### src/rtl/store_buffer.sv
// In-order store buffer: holds stores from execute until ROB commit, then
// drains committed stores to memory in program order and returns each freed
// entry index to the store allocator.
module store_buffer #(
  parameter int SB_DEPTH   = 16,
  parameter int ADDR_WIDTH = 32,
  parameter int DATA_WIDTH = 32,
  localparam int IW = $clog2(SB_DEPTH),
  localparam int SW = DATA_WIDTH / 8
) (
  input  logic                  clk,
  input  logic                  rst,
  input  logic                  flush,
  input  logic                  alloc_valid,
  input  logic [IW-1:0]         alloc_entry,
  input  logic                  exec_valid,
  input  logic [IW-1:0]         exec_entry,
  input  logic [ADDR_WIDTH-1:0] exec_addr,
  input  logic [DATA_WIDTH-1:0] exec_data,
  input  logic [2:0]            exec_funct3,
  input  logic                  commit_valid,
  input  logic [IW-1:0]         commit_entry,
  input  logic                  ld_valid,
  input  logic [ADDR_WIDTH-1:0] ld_addr,
  output logic                  ld_conflict,
  output logic                  mem_req_valid,
  input  logic                  mem_req_ready,
  output logic [ADDR_WIDTH-1:0] mem_addr,
  output logic [DATA_WIDTH-1:0] mem_wdata,
  output logic [SW-1:0]         mem_wstrb,
  output logic                  retire_store_valid,
  output logic [IW-1:0]         retire_entry,
  output logic                  committed_pending
);

  localparam int OFFW = $clog2(SW);
  localparam logic [IW:0] PTR_ONE = {{IW{1'b0}}, 1'b1};

  typedef enum logic [1:0] {
    S_IDLE = 2'd0,
    S_REQ  = 2'd1,
    S_RET  = 2'd2
  } drain_state_t;

  // Byte-lane strobes for a store of the given size at the given byte offset.
  function automatic logic [SW-1:0] strb_of(input logic [2:0] f3, input logic [OFFW-1:0] off);
    logic [SW-1:0] s;
    case (f3)
      3'b000:  s = {{(SW-1){1'b0}}, 1'b1} << off;
      3'b001:  s = {{(SW-2){1'b0}}, 2'b11} << off;
      3'b010:  s = {SW{1'b1}};
      default: s = {SW{1'b0}};
    endcase
    return s;
  endfunction

  // Move store data onto the byte lanes selected by the address offset.
  function automatic logic [DATA_WIDTH-1:0] lane_data(input logic [DATA_WIDTH-1:0] d, input logic [OFFW-1:0] off);
    return d << {off, 3'b000};
  endfunction

  logic [SB_DEPTH-1:0]   busy_r, executed_r, committed_r;
  logic [ADDR_WIDTH-1:0] entry_addr_r  [SB_DEPTH];
  logic [DATA_WIDTH-1:0] entry_wdata_r [SB_DEPTH];
  logic [SW-1:0]         entry_wstrb_r [SB_DEPTH];
  logic [IW-1:0]         ring_r        [SB_DEPTH];
  logic [IW:0]           head_r, tail_r;

  drain_state_t          state_r, state_nxt_s;
  logic [IW-1:0]         head_idx_s;
  logic                  ring_empty_s, head_ready_s, load_req_s, handshake_s;
  logic                  ld_conflict_s;

  logic                  mem_req_valid_r, retire_store_valid_r, committed_pending_r;
  logic [ADDR_WIDTH-1:0] mem_addr_r;
  logic [DATA_WIDTH-1:0] mem_wdata_r;
  logic [SW-1:0]         mem_wstrb_r;
  logic [IW-1:0]         retire_entry_r;

  // Drain FSM next state: launch the oldest store once it is executed and committed.
  always_comb begin
    head_idx_s   = ring_r[head_r[IW-1:0]];
    ring_empty_s = (head_r == tail_r);
    head_ready_s = 1'b0;
    state_nxt_s  = state_r;
    load_req_s   = 1'b0;
    handshake_s  = 1'b0;
    if (!ring_empty_s) begin
      head_ready_s = busy_r[head_idx_s] & executed_r[head_idx_s] & committed_r[head_idx_s];
    end else begin
      head_ready_s = 1'b0;
    end
    case (state_r)
      S_IDLE: begin
        if (head_ready_s) begin
          state_nxt_s = S_REQ;
          load_req_s  = 1'b1;
        end else begin
          state_nxt_s = S_IDLE;
        end
      end
      S_REQ: begin
        if (mem_req_valid_r && mem_req_ready) begin
          state_nxt_s = S_RET;
          handshake_s = 1'b1;
        end else begin
          state_nxt_s = S_REQ;
        end
      end
      S_RET:   state_nxt_s = S_IDLE;
      default: state_nxt_s = S_IDLE;
    endcase
  end

  // Load hazard: any live store that is unresolved or targets the same word.
  always_comb begin
    ld_conflict_s = 1'b0;
    for (int i = 0; i < SB_DEPTH; i++) begin
      if (ld_valid && busy_r[i] &&
          (!executed_r[i] || (((entry_addr_r[i] ^ ld_addr) >> OFFW) == {ADDR_WIDTH{1'b0}}))) begin
        ld_conflict_s = 1'b1;
      end else begin
        ld_conflict_s = ld_conflict_s;
      end
    end
  end

  // Drain FSM state register; flush returns it to idle.
  always_ff @(posedge clk or posedge rst) begin
    if (rst) begin
      state_r <= S_IDLE;
    end else if (flush) begin
      state_r <= S_IDLE;
    end else begin
      state_r <= state_nxt_s;
    end
  end

  // Entry flags and ring pointers; a drained entry is freed at its handshake.
  always_ff @(posedge clk or posedge rst) begin
    if (rst) begin
      busy_r      <= {SB_DEPTH{1'b0}};
      executed_r  <= {SB_DEPTH{1'b0}};
      committed_r <= {SB_DEPTH{1'b0}};
      head_r      <= {(IW+1){1'b0}};
      tail_r      <= {(IW+1){1'b0}};
    end else if (flush) begin
      busy_r      <= {SB_DEPTH{1'b0}};
      executed_r  <= {SB_DEPTH{1'b0}};
      committed_r <= {SB_DEPTH{1'b0}};
      head_r      <= {(IW+1){1'b0}};
      tail_r      <= {(IW+1){1'b0}};
    end else begin
      if (handshake_s) begin
        busy_r[head_idx_s]      <= 1'b0;
        executed_r[head_idx_s]  <= 1'b0;
        committed_r[head_idx_s] <= 1'b0;
        head_r                  <= head_r + PTR_ONE;
      end
      if (alloc_valid) begin
        busy_r[alloc_entry]      <= 1'b1;
        executed_r[alloc_entry]  <= 1'b0;
        committed_r[alloc_entry] <= 1'b0;
        tail_r                   <= tail_r + PTR_ONE;
      end
      if (exec_valid) begin
        executed_r[exec_entry] <= 1'b1;
      end
      if (commit_valid) begin
        committed_r[commit_entry] <= 1'b1;
      end
    end
  end

  // Payload storage; validity is tracked by the flags and ring pointers above.
  always_ff @(posedge clk) begin
    if (alloc_valid && !flush) begin
      ring_r[tail_r[IW-1:0]] <= alloc_entry;
    end
    if (exec_valid && !flush) begin
      entry_addr_r[exec_entry]  <= exec_addr;
      entry_wdata_r[exec_entry] <= lane_data(exec_data, exec_addr[OFFW-1:0]);
      entry_wstrb_r[exec_entry] <= strb_of(exec_funct3, exec_addr[OFFW-1:0]);
    end
  end

  // Memory request, retire pulse and pending-commit status registers.
  always_ff @(posedge clk or posedge rst) begin
    if (rst) begin
      mem_req_valid_r      <= 1'b0;
      mem_addr_r           <= {ADDR_WIDTH{1'b0}};
      mem_wdata_r          <= {DATA_WIDTH{1'b0}};
      mem_wstrb_r          <= {SW{1'b0}};
      retire_store_valid_r <= 1'b0;
      retire_entry_r       <= {IW{1'b0}};
      committed_pending_r  <= 1'b0;
    end else if (flush) begin
      mem_req_valid_r      <= 1'b0;
      retire_store_valid_r <= 1'b0;
      retire_entry_r       <= {IW{1'b0}};
      committed_pending_r  <= 1'b0;
    end else begin
      if (load_req_s) begin
        mem_req_valid_r <= 1'b1;
        mem_addr_r      <= {entry_addr_r[head_idx_s][ADDR_WIDTH-1:OFFW], {OFFW{1'b0}}};
        mem_wdata_r     <= entry_wdata_r[head_idx_s];
        mem_wstrb_r     <= entry_wstrb_r[head_idx_s];
      end else if (handshake_s) begin
        mem_req_valid_r <= 1'b0;
      end
      retire_store_valid_r <= handshake_s;
      if (handshake_s) begin
        retire_entry_r <= head_idx_s;
      end
      committed_pending_r <= |(busy_r & committed_r);
    end
  end

  assign ld_conflict        = ld_conflict_s;
  assign mem_req_valid      = mem_req_valid_r;
  assign mem_addr           = mem_addr_r;
  assign mem_wdata          = mem_wdata_r;
  assign mem_wstrb          = mem_wstrb_r;
  assign retire_store_valid = retire_store_valid_r;
  assign retire_entry       = retire_entry_r;
  assign committed_pending  = committed_pending_r;

endmodule

### config.mk
export PLATFORM = sky130hd
export DESIGN_NAME = store_buffer
export DESIGN_NICKNAME = d
export VERILOG_FILES = /design/src/rtl/store_buffer.sv
export SDC_FILE = /design/constraint.sdc
export NUM_CORES = 2
export LEC_CHECK = 0
export CORE_ASPECT_RATIO = 1.5
export CORE_UTILIZATION = 45
export DETAILED_ROUTE_END_ITERATION = 8
export PLACE_DENSITY_LB_ADDON = 0.08
export SYNTH_ARGS = -nofsm -noshare
export SYNTH_HDL_FRONTEND = slang
export SYNTH_SLANG_ARGS = --single-unit
### constraint.sdc
create_clock -name clk -period 12.94 [get_ports clk]
set_input_delay 2.588 -clock clk [delete_from_list [all_inputs] [get_ports clk]]
set_output_delay 2.588 -clock clk [all_outputs]
set_load 0.01 [all_outputs]
==> metrics.md <==
| Metric | Value |
|---|---|
| Status | finished, violations left |
| Violated checks | DRC, capacitance limit, slew limit |
| Worst R2R Start | head_r[2] |
| Post-synthesis instance total | 4,536 |
| Yosys top cell by area | edfxtp_1 |
| Comb power frac | 9.8% |
| Iteration-0 DRC Markers | 3,771 |
| Critical path buffers and inverters | 2 |
| CP arrival | 6.99 ns |
| CP required | ~10 ns |
| Final setup TNS | 0 ns |
| Reg-to-Reg End | mem_addr[8] |
| Worst path slowest cell | clkdlybuf4s50_1 |
| Pins over their slew limit | 2 |
| Layout area overhead | 13.8% |
| Ys async rst share | 10.6% |
| Max IR drop VDD | 0.000108 V |
| Fraction of layout cells with a size suffix above 1 | ~8.5% |
| Synth top area cells | edfxtp_1 60%, nand2_1 7.6%, dfrtp_1 5.9% |
| Yosys reg bits | 1,253 |
| Ports | 195 |
| # hold bufs at CTS | 0 |
| Synth warn | 0 |
| PortBufs | 190 |
| Worst Hold Class | register to register |
| Final hold slack | approximately 0.48 ns |
| Maximum clock path buffer count | 3 |
| H-Tree Depth | 3 |
| Least-Margin Pin Slew | between 1.5 and 2 ns |
| Sequential share of the synthesized area | 66.0% |
| Largest net degree at the start of global routing | 163 |
| Vias/cell | 6.05 |
| Max Fanout on Critical Path | 16 |
| First-pass GRT wire length | 283,000 um |
| Crit-path max cell delay | 1.10 ns |
| Clock transition at path regs | approximately 0.070 ns |
| Reg power frac | 49.8% |
| Die Footprint | 0.126 sq mm |
| FF-to-FF setup slack | 6.76 ns |
| Sw Ratio | 24.2% |
| Final Hold Violating Endpoints | 0 |
| # setup viols final | 0 |
| Hold Path Depth | 1 |
| P_sw | 2230 uW |
| Fin nets | 4,758 |
| Critical Path, Cell by Cell | clkdlybuf4s50_1 > xor2_1 > nor4_2 > nand4_1 > o41ai_1 > a22oi_1 > nand2_1 > nor4_1 > nor2b_1 > clkdlybuf4s50_1 |
| Clk pwr share | 40.4% |
| Fmax | approximately 100 MHz |
| Antenna Violating Nets Remaining | 0 |
| Vias in the first global route | approximately 37k |
| Via count | 38.4k |
| Final period utilization | roughly three quarters |
| Die X | 290 um |
| Hold Startpoint | mem_addr[29] |
| Hold endpoint | mem_addr[29] |
| Power per cell area | 144 mW/mm^2 |
| Total setup buffers inserted after CTS | 0 |
| DR pass1 iterations | 9 |
| Pint | 6960 uW |
| Setup CP Type | input port to output port |
| Top_reg_cell synth | edfxtp_1 |
| Max Cap Viol | 1 |
| Residual DRC | 2 |
| Family with the most delay on the worst path | simple AND/OR/NAND/NOR gates |
| Starting Density | between 40% and 50% |
| Antenna violations before repair | 18 |
| Clk_skew | 0.0494 ns |
| Root Driver | clkbuf_16 |
| Total gr overflow | 0 |
| Crit path top cell by count | clkdlybuf4s50_1 |
| HPWL reported at the end of detailed placement | roughly 130,000 um |
| Path depth of the worst reg2reg path | 10 |
| Mapped Area | about 0.056 sq mm |
| Die H | between 400 and 500 um |
| CP Depth | 10 |
| Post-synth EDFFs | 1,120 |
| Num CTS Buffers | 121 |
| Crit path time final | ~9.6 ns |
| Yosys cell types | 53 |
| CP Launch Type | input port |
| Clk sink count | 1,253 |
| Placer Congestion | 1.07 |
| Leak | between 0.02 and 0.025 uW |
| CTS tree | built |
| Routed wire length | just over 200,000 um |
| Skew-Pair Late Insertion Delay | just under 0.8 ns |
| Core ar. | 0.124 sq mm |
| Critical path capture point type | output port |
| Unrepaired setup endpoints after global routing | false |
| Slew margin rel. | -0.539% |
| Post-CTS sizing | 0 |
| Mean Syn Cell Area | 12.3 sq um |
| Total GRT Usage | between 30 and 40% |
| Routed WL per cell | 31.9 um |
| Yosys top cell area share | 60.1% |
| Site row count | 158 |
## worst reg2reg max path, stage by stage (launching register included)
cell	delay (ns)
dfrtp_1	0.86
mux4_2	0.62
mux2_2	0.28
nand2_1	0.43
and2_4	0.67
buf_4	0.70
buf_4	0.97
nand3_1	0.27
a311oi_1	0.62
a21oi_1	0.26
mux2_2	0.38
## cell type report
cell class / count / area [sq um]
Tap cell: 1600 / 2000
Inverter: 6 / 27.5
Clock buffer: 161 / 3320
Clock inverter: 70 / 793
Timing Repair Buffer: 301 / 2760
Multi-Input combinational cell: 2951 / 17800
Sequential cell: 1253 / 37000
Fill cell: 10750 / 59900
Antenna cell: 7 / 17.5
## power groups by stage
stage          clock network, uW  logic [uW]  registers, uW
2_1_floorplan                  0         407           4680
3_3_place_gp                   0         881           4660
3_5_place_dp                   0         886           4660
4_1_cts                     3750         889           4580
5_1_grt                     3880         948           4590
6_report                    3710         903           4580
## registers in the layout (all words and copies together), names as in the netlist, 2 cells and up
name / cells
entry_wstrb_r: 64
head_r: 5
mem_addr: 30
retire_entry: 4
entry_addr_r: 480
mem_wdata: 32
entry_wdata_r: 512
mem_wstrb: 4
busy_r: 16
executed_r: 16
committed_r: 16
ring_r: 64
state_r: 2
tail_r: 5
## kinds of logic (layout without fill, tap and decap cells)
logic type / count (synthesis) / count (layout) / synth area share [%]
buf+inv: 333 / 538 / 2.52
other cells: 1 / 9 / 0.00670
fa+ha+maj: 5 / 5 / 0.112
flops: 1253 / 1253 / 66.0
mux: 113 / 113 / 2.53
compound gates: 510 / 510 / 6.60
simple gates: 1829 / 1829 / 14.5
xor+xnor: 492 / 492 / 7.70
## cell usage after synthesis (72+ instances only)
cell	n
nor4_1	82
dfrtp_1	133
xor2_1	328
buf_2	87
edfxtp_1	1120
nand2_1	1140
a31oi_1	72
xnor2_1	164
and3_1	140
a21oi_1	111
clkbuf_1	197
nand3_1	295
a311oi_1	202
## routing by layer
metal	up-vias	routed length [um]	GRT usage (%)
met2	1724	96600	52.3
met1	19380	73700	37.6
met3	481	14500	6.17
met5	-	136	0
met4	20	17800	25.1
li1	16791	-	-
## cell usage in the layout, fill, tap and decap left out, drive strengths merged, types with 11 or more instances in the layout
cell / instances
buf: 112
dfrtp: 133
nor2b: 16
o41ai: 16
a211oi: 12
nor4: 85
bufinv: 16
nor2: 57
nand2b: 12
clkdlybuf4s50: 189
clkinv: 49
mux2: 68
clkbuf: 161
o21ai: 33
xor2: 328
a311oi: 202
mux2i: 29
nand2: 1140
nand3: 295
mux4: 16
nand4: 52
o211ai: 11
edfxtp: 1120
and3: 140
a21oi: 111
xnor2: 164
a22oi: 15
a31oi: 72
## worst max-delay path by stage
stage | from | endpoint | slack, ns
global route | ld_addr[18] | ld_conflict | 3.33
global placement | ld_addr[25] | ld_conflict | 3.65
finish | ld_addr[18] | ld_conflict | 3.36
detailed placement | ld_addr[18] | ld_conflict | 3.68
CTS | ld_addr[25] | ld_conflict | 3.63
floorplan | flush | entry_addr_r[0][10] | 4.42
## stage by stage
stage,setup slack [ns],cell area (sq um),power [uW],utilization (%),cells
floorplan,4.42,56000,5090,-,4537
global placement,3.65,59500,5540,48.2,6111
detailed placement,3.68,59500,5550,48.2,6111
CTS,3.63,63600,9210,51.5,6342
global route,3.33,63600,9420,51.5,6342
finish,3.36,63700,9190,51.5,6349
Power figures use the tool's default switching activity.
